File: src/rtl/reaction_timer.sv
// Reaction-time game: random wait, light the LED, time the player's response in ms.
// Optional false-start detection is enabled by defining REACTION_TIMER_FALSE_START_EN.
module reaction_timer #(
   parameter int          CLK_PER_MS   = 50000,
   parameter int          MIN_DELAY_MS = 1000,
   parameter int          RAND_BITS    = 11,
   parameter logic [15:0] LFSR_SEED    = 16'hACE1
) (
   input  logic        Clock,
   input  logic        Reset,
   input  logic        Start,
   input  logic        React,
   output logic        Led,
   output logic [12:0] Score,
   output logic        ScoreValid,
   output logic        TooEarly,
   output logic        Busy
);

   localparam int          PRE_W   = (CLK_PER_MS > 1) ? $clog2(CLK_PER_MS) : 1;
   localparam logic [PRE_W-1:0] PRE_MAX = PRE_W'(CLK_PER_MS - 1);
   localparam logic [12:0] CNT_MAX = 13'h1FFF;

   typedef enum logic [2:0] {
      S_IDLE,
      S_WAIT,
      S_ARMED,
      S_DONE,
      S_FALSE
   } state_t;

   state_t             state_q, state_d;
   logic               start_q, react_q;
   logic [15:0]        lfsr_q, lfsr_d;
   logic [PRE_W-1:0]   pre_q, pre_d;
   logic [15:0]        delay_q, delay_d;
   logic [12:0]        cnt_q, cnt_d;
   logic [12:0]        score_q, score_d;
   logic               sv_q, sv_d;
   logic               start_press, react_press, tick;

   assign start_press = Start & ~start_q;
   assign react_press = React & ~react_q;
   assign tick        = (pre_q == PRE_MAX);

   // Taps 16,14,13,11 in right-shift form: feedback enters at bit 15.
   assign lfsr_d = {lfsr_q[0] ^ lfsr_q[2] ^ lfsr_q[3] ^ lfsr_q[5], lfsr_q[15:1]};

   always_comb begin
      state_d = state_q;
      pre_d   = tick ? '0 : pre_q + 1'b1;
      delay_d = delay_q;
      cnt_d   = cnt_q;
      score_d = score_q;
      sv_d    = 1'b0;
      case (state_q)
         S_IDLE, S_DONE, S_FALSE: begin
            if (start_press) begin
               delay_d = 16'(MIN_DELAY_MS) + {{(16-RAND_BITS){1'b0}}, lfsr_q[RAND_BITS-1:0]};
               state_d = S_WAIT;
            end
         end
         S_WAIT: begin
            if (tick) begin
               if (delay_q <= 16'd1) begin
                  delay_d = '0;
                  state_d = S_ARMED;
               end else begin
                  delay_d = delay_q - 16'd1;
               end
            end
`ifdef REACTION_TIMER_FALSE_START_EN
            if (react_press) begin
               score_d = CNT_MAX;
               sv_d    = 1'b1;
               state_d = S_FALSE;
            end
`endif
         end
         S_ARMED: begin
            // A press on a tick cycle reports the count before that tick.
            if (react_press) begin
               score_d = cnt_q;
               sv_d    = 1'b1;
               state_d = S_DONE;
            end else if (tick) begin
               if (cnt_q == CNT_MAX) begin
                  score_d = CNT_MAX;
                  sv_d    = 1'b1;
                  state_d = S_DONE;
               end else begin
                  cnt_d = cnt_q + 13'd1;
               end
            end
         end
         default: state_d = S_IDLE;
      endcase
      if (state_d != state_q) begin
         pre_d = '0;
         cnt_d = '0;
      end
   end

   always_ff @(posedge Clock) begin
      if (Reset) begin
         state_q <= S_IDLE;
         start_q <= 1'b0;
         react_q <= 1'b0;
         lfsr_q  <= LFSR_SEED;
         pre_q   <= '0;
         delay_q <= '0;
         cnt_q   <= '0;
         score_q <= '0;
         sv_q    <= 1'b0;
      end else begin
         state_q <= state_d;
         start_q <= Start;
         react_q <= React;
         lfsr_q  <= lfsr_d;
         pre_q   <= pre_d;
         delay_q <= delay_d;
         cnt_q   <= cnt_d;
         score_q <= score_d;
         sv_q    <= sv_d;
      end
   end

   assign Led        = (state_q == S_ARMED);
   assign Busy       = (state_q == S_WAIT) || (state_q == S_ARMED);
   assign Score      = score_q;
   assign ScoreValid = sv_q;
`ifdef REACTION_TIMER_FALSE_START_EN
   assign TooEarly   = (state_q == S_FALSE);
`else
   assign TooEarly   = 1'b0;
`endif

endmodule

File: config.mk
export PLATFORM = sky130hd
export DESIGN_NAME = reaction_timer
export DESIGN_NICKNAME = d
export VERILOG_FILES = /design/src/rtl/reaction_timer.sv
export SDC_FILE = /design/constraint.sdc
export NUM_CORES = 1
export LEC_CHECK = 0
export CORE_MARGIN = 1.5
export CORE_UTILIZATION = 50
export DETAILED_ROUTE_END_ITERATION = 16
export PLACE_DENSITY_LB_ADDON = 0.05
export SETUP_SLACK_MARGIN = 0.15
export SLEW_MARGIN = 15
export SYNTH_ARGS = -nofsm -noshare
export SYNTH_HDL_FRONTEND = slang
export SYNTH_SLANG_ARGS = --single-unit
File: constraint.sdc
create_clock -name Clock -period 3.5 [get_ports Clock]
set_input_delay 0.525 -clock Clock [delete_from_list [all_inputs] [get_ports Clock]]
set_output_delay 0.525 -clock Clock [all_outputs]
set_load 0.1 [all_outputs]
# After elaboration in Yosys (flattened, before gate mapping)
# Cells that the tools add are included.
# W data, S select, Z words.
# word_totals
register_bits	80
inputBits	4
out_inout_bits	17
word_cells	62
# op_classes
add_sub_neg	4
order_cmp	1
eq_ne	9
mux	17
n_bitwise	10
n_reduce_logical	12
# ops
cell	count
$mux W16	3
$mux W13	3
$pmux W16 S2	1
$mux W3	6
$add A16 B1 Y16 const B	1
$eq A16 B16 Y1 const B	1
$le A16 B1 Y1 const B	1
$sub A16 B1 Y16 const B	1
$add A13 B1 Y13 const B	1
$eq A13 B13 Y1 const B	1
$add A10 B11 Y12 const A	1
$pmux W3 S3	1
$eq A3 B2 Y1 const B	2
$reduce_and A3 Y1	2
$reduce_bool A2 Y1	3
$reduce_or A3 Y1	2
$not A1 Y1	5
$ne A2 B2 Y1 const B	2
$reduce_and A4 Y1	1
$reduce_or A2 Y1	2
$eq A3 B1 Y1 const B	1
$eq A3 B3 Y1 const B	1
$logic_not A3 Y1	1
$mux W1	3
4 further kinds	7

# Logic depth before layout (Yosys ltp)
# depth
depth_word	7
depth_mapped	9
ltp_nobuf	7

# Least setup slack after synthesis
# No wires, ideal clock.
# synth_timing
kind	reg-to-output
startpoint	reg state_q[2]
endpoint	out Busy
t_arrival_ns	2.688
required_time_ns	2.975
setup_slack_ns	0.287
stages_incl_launch_ff	4
path_buffers	1
path_cell_list	dfxtp_1 > buf_2 > nor3b_2 > nand2b_1
# synth_via
elab_chain_len	2
word_cells_on_any_way	3
cone_classes	2 x eq/ne; 1 x reduce/logical
# synth_lines
element	line	rtl
from (decl)	32	state_t state_q, state_d;
from (signal assigned)	116	state_q <= state_d;
$eq A3 B2 Y1	-	
named net Led	13	output logic Led,
$logic_or A1 B1 Y1	129	assign Busy = (state_q == S_WAIT) || (state_q == S_ARMED);
to (decl)	17	output logic Busy
# The timed path passes the listed nets, and every way through them passes these cells.

# Worst setup path after layout
# layout_timing
startpoint	reg state_q[0]
endpoint	out Busy
# layout_via
elab_chain_len	2
word_cells_on_any_way	3
cone_classes	2 x eq/ne; 1 x reduce/logical
# layout_lines
element	line
$eq A3 B1 Y1 / $eq A3 B2 Y1 (equally long branches)	129
$logic_or A1 B1 Y1 *	129
# Every way passes the cells marked *; elsewhere a longest branch is shown, timed or not.

==> results.json <==
{
  "clk_latency_ps": 350,
  "overflow": 0,
  "max_slew.worst_pin.slew_ps": 981.6,
  "crit_path_cell_trace": "or3b_2, nand2b_1, buf_4",
  "yosysTopAreaCell": "dfxtp_1",
  "avgSynthCellArea_um2": 8.604,
  "ys_seq_elements": 80,
  "status": "complete, no violations",
  "wire_per_inst_um": 14.86,
  "dp_hpwl_um": 5655,
  "place_inst": 550,
  "critPathMaxStageDelay_ps": 650,
  "min_period_ps": 2509,
  "relSlewSlack_pct": 34.35,
  "final_common_cell": "dfxtp_1",
  "synth_edf_count": 0,
  "cts_tree": "built",
  "die_y_um": 90.61,
  "drv_cap": 0,
  "dr.pass1.iters": 4,
  "layout.nets": 471,
  "crit_fanout": 13,
  "vdd_drop_max_mv": 0.2678,
  "io_pins": 21,
  "synth_ff_type": "dfxtp_1",
  "place.gp.congestion": 0.8328,
  "drt-total-wl_um": 8398,
  "preCtsSetupSlack_ps": 678.2,
  "area_delta_synth_final_pct": 11.90,
  "cts_hold_buf": 0,
  "grt_setup_unrepaired": "no",
  "synth-async-reset-ratio_pct": 0,
  "cts.sinks": 80,
  "max_clock_freq_mhz": 398.6,
  "post-route-period-util_pct": 71.67,
  "critPathSlowestCell": "or3b_2",
  "seq_area_um2": 1602,
  "post_cts_resized": 0,
  "grt_pass1_wl_um": 14600,
  "cts_max_level": 3,
  "cts_max_path_buffers": 2,
  "leakagePower_nw": 1.471,
  "netlist_area_um2": 3837,
  "final.setup.tns_ps": 0,
  "power_density_nw_per_um2": 595.6,
  "fin_skew_ps": 9.579,
  "layout_common_cells": "80 x dfxtp_1, 55 x nor2_1, 33 x nor3_1",
  "drc_errors": 0,
  "cts_made_buffers": 9,
  "finalSetupViolCount": 0,
  "final_layout_size_suffix_gt1_share_pct": 10.30,
  "synth.area.top_cells": "dfxtp_1 42%, xnor2_1 5.5%, nor2_1 5.4%",
  "rows": 31,
  "post_cts_buffers": 0,
  "io_buffer_count": 19,
  "start_util_pct": 52.35,
  "yosys_warnings": 0,
  "final_max_slew_viol_count": 0,
  "viasPerCell": 5.766,
  "finalWorstSetupSlack_ps": 991.5,
  "endpoint_kind": "primary output",
  "ant_nets": 0,
  "grt_usage_pct": 21.85,
  "synth.top_cell.area_share_pct": 41.73,
  "first_iter_violations": 162,
  "vias": 3258,
  "antenna_cells": 0,
  "path_class": "reg2out",
  "fillCellCount": 667,
  "final_cells": 565,
  "dieWidth_um": 90.61,
  "multi_input_comb_area_um2": 2062,
  "cp-start-kind": "flip-flop",
  "total_power_mw": 2.558,
  "grt_max_degree": 60,
  "clk_pin_slew_ps": 80,
  "syn_nets": 455,
  "antenna_found_initial": 0,
  "synthCells": 446,
  "die-area_um2": 8209,
  "required_ps": 2970,
  "cts_root_buffer": "clkbuf_8",
  "coreArea_um2": 7331,
  "worstHoldPathType": "reg2reg",
  "synth_cell_type_count": 60,
  "grt_pass1_vias": 3173,
  "hold_viol_final": 0,
  "seq_area_frac_synth_pct": 41.73,
  "arrival_ps": 1980
}
## per-stage QoR
step	utilization [%]	hold slack, ps	cell area [um2]
2_1_floorplan	-	389.5	3837
3_3_place_gp	55.91	393.0	4099
3_5_place_dp	55.91	393.8	4099
4_1_cts	58.58	412.5	4294
5_1_grt	58.58	441.9	4294
6_report	58.58	410.9	4294
## synth_stat cells (3+ instances only)
library cell / n
ha_1: 5
nand2b_1: 10
xnor2_1: 24
buf_2: 7
a21oi_1: 21
nor4_1: 12
nand3b_1: 3
and3_1: 7
inv_1: 14
o32ai_1: 8
a31oi_1: 5
nor3b_1: 6
xor2_1: 9
a211oi_1: 4
nand2_1: 20
and2_1: 4
nor2_1: 55
nor3_1: 33
a32oi_1: 4
nand4_1: 8
or4_1: 3
or2_2: 9
nand3_1: 17
nor2b_1: 13
o21ai_0: 7
dfxtp_1: 80
clkbuf_1: 13
## per-layer routing
| layer | wire (um) | global-route usage (%) | part of all wire [%] | up-vias |
|---|---|---|---|---|
| li1 | - | - | - | 1628 |
| met1 | 3837 | 26.51 | 46 | 1576 |
| met2 | 4209 | 37.03 | 50 | 46 |
| met3 | 225 | 3.956 | 2.7 | 8 |
| met4 | 125 | 10.71 | 1.5 | 0 |
| met5 | 0 | 0 | 0 | - |
## final cells by class
cell class              count  area share, %
clock inverters             5          1.340
repair buffers             29          5.944
inverters                  15          1.311
clock buffers              10          3.205
flip-flops and latches     80          37.30
well taps                  99          2.885
multi-input cells         327          48.02
## path summary, 6_finish.rpt
| path | from | cells after the start | slack [ps] | to |
|---|---|---|---|---|
| hold / removal | lfsr_q[11]$_SDFF_PP1_ | 1 | 410 | lfsr_q[10]$_SDFF_PP1_ |
| hold reg to reg | lfsr_q[11]$_SDFF_PP1_ | 1 | 410 | lfsr_q[10]$_SDFF_PP1_ |
| setup reg to reg | state_q[0]$_SDFF_PP0_ | 5 | 1000 | delay_q[13]$_SDFFE_PP0P_ |
| setup / recovery | state_q[0]$_SDFF_PP0_ | 3 | 990 | Busy |
## cell families (layout without fill, tap and decap cells)
| group | count (synthesis) | count (layout) | synth area share (%) |
|---|---|---|---|
| compound gates | 68 | 68 | 12.46 |
| xor+xnor | 33 | 33 | 7.532 |
| fa+ha+maj | 5 | 5 | 1.630 |
| buf+inv | 39 | 59 | 4.532 |
| flops | 80 | 80 | 41.73 |
| mux | 1 | 1 | 0.2609 |
| other cells | 1 | 1 | 0.09772 |
| simple gates | 219 | 219 | 31.76 |
## flip-flops by register name (all words and copies together) (netlist names)
register / flops
react_q: 1
Score: 13
ScoreValid: 1
cnt_q: 13
state_q: 3
start_q: 1
pre_q: 16
delay_q: 16
lfsr_q: 16
## critical path, delay by kind of cell, from the launching register on
kind / cells / cell delay, ps
AND/OR/NAND/NOR: 2 / 790
flip-flops: 1 / 550
buffers and inverters: 1 / 290
## power breakdown
group	switching, mW	total (mW)	internal, mW
combinational	0.524	0.825	0.301
sequential	0.0718	1.06	0.985
clock	0.332	0.675	0.343
Note: power is estimated with default switching activity, not from simulation.
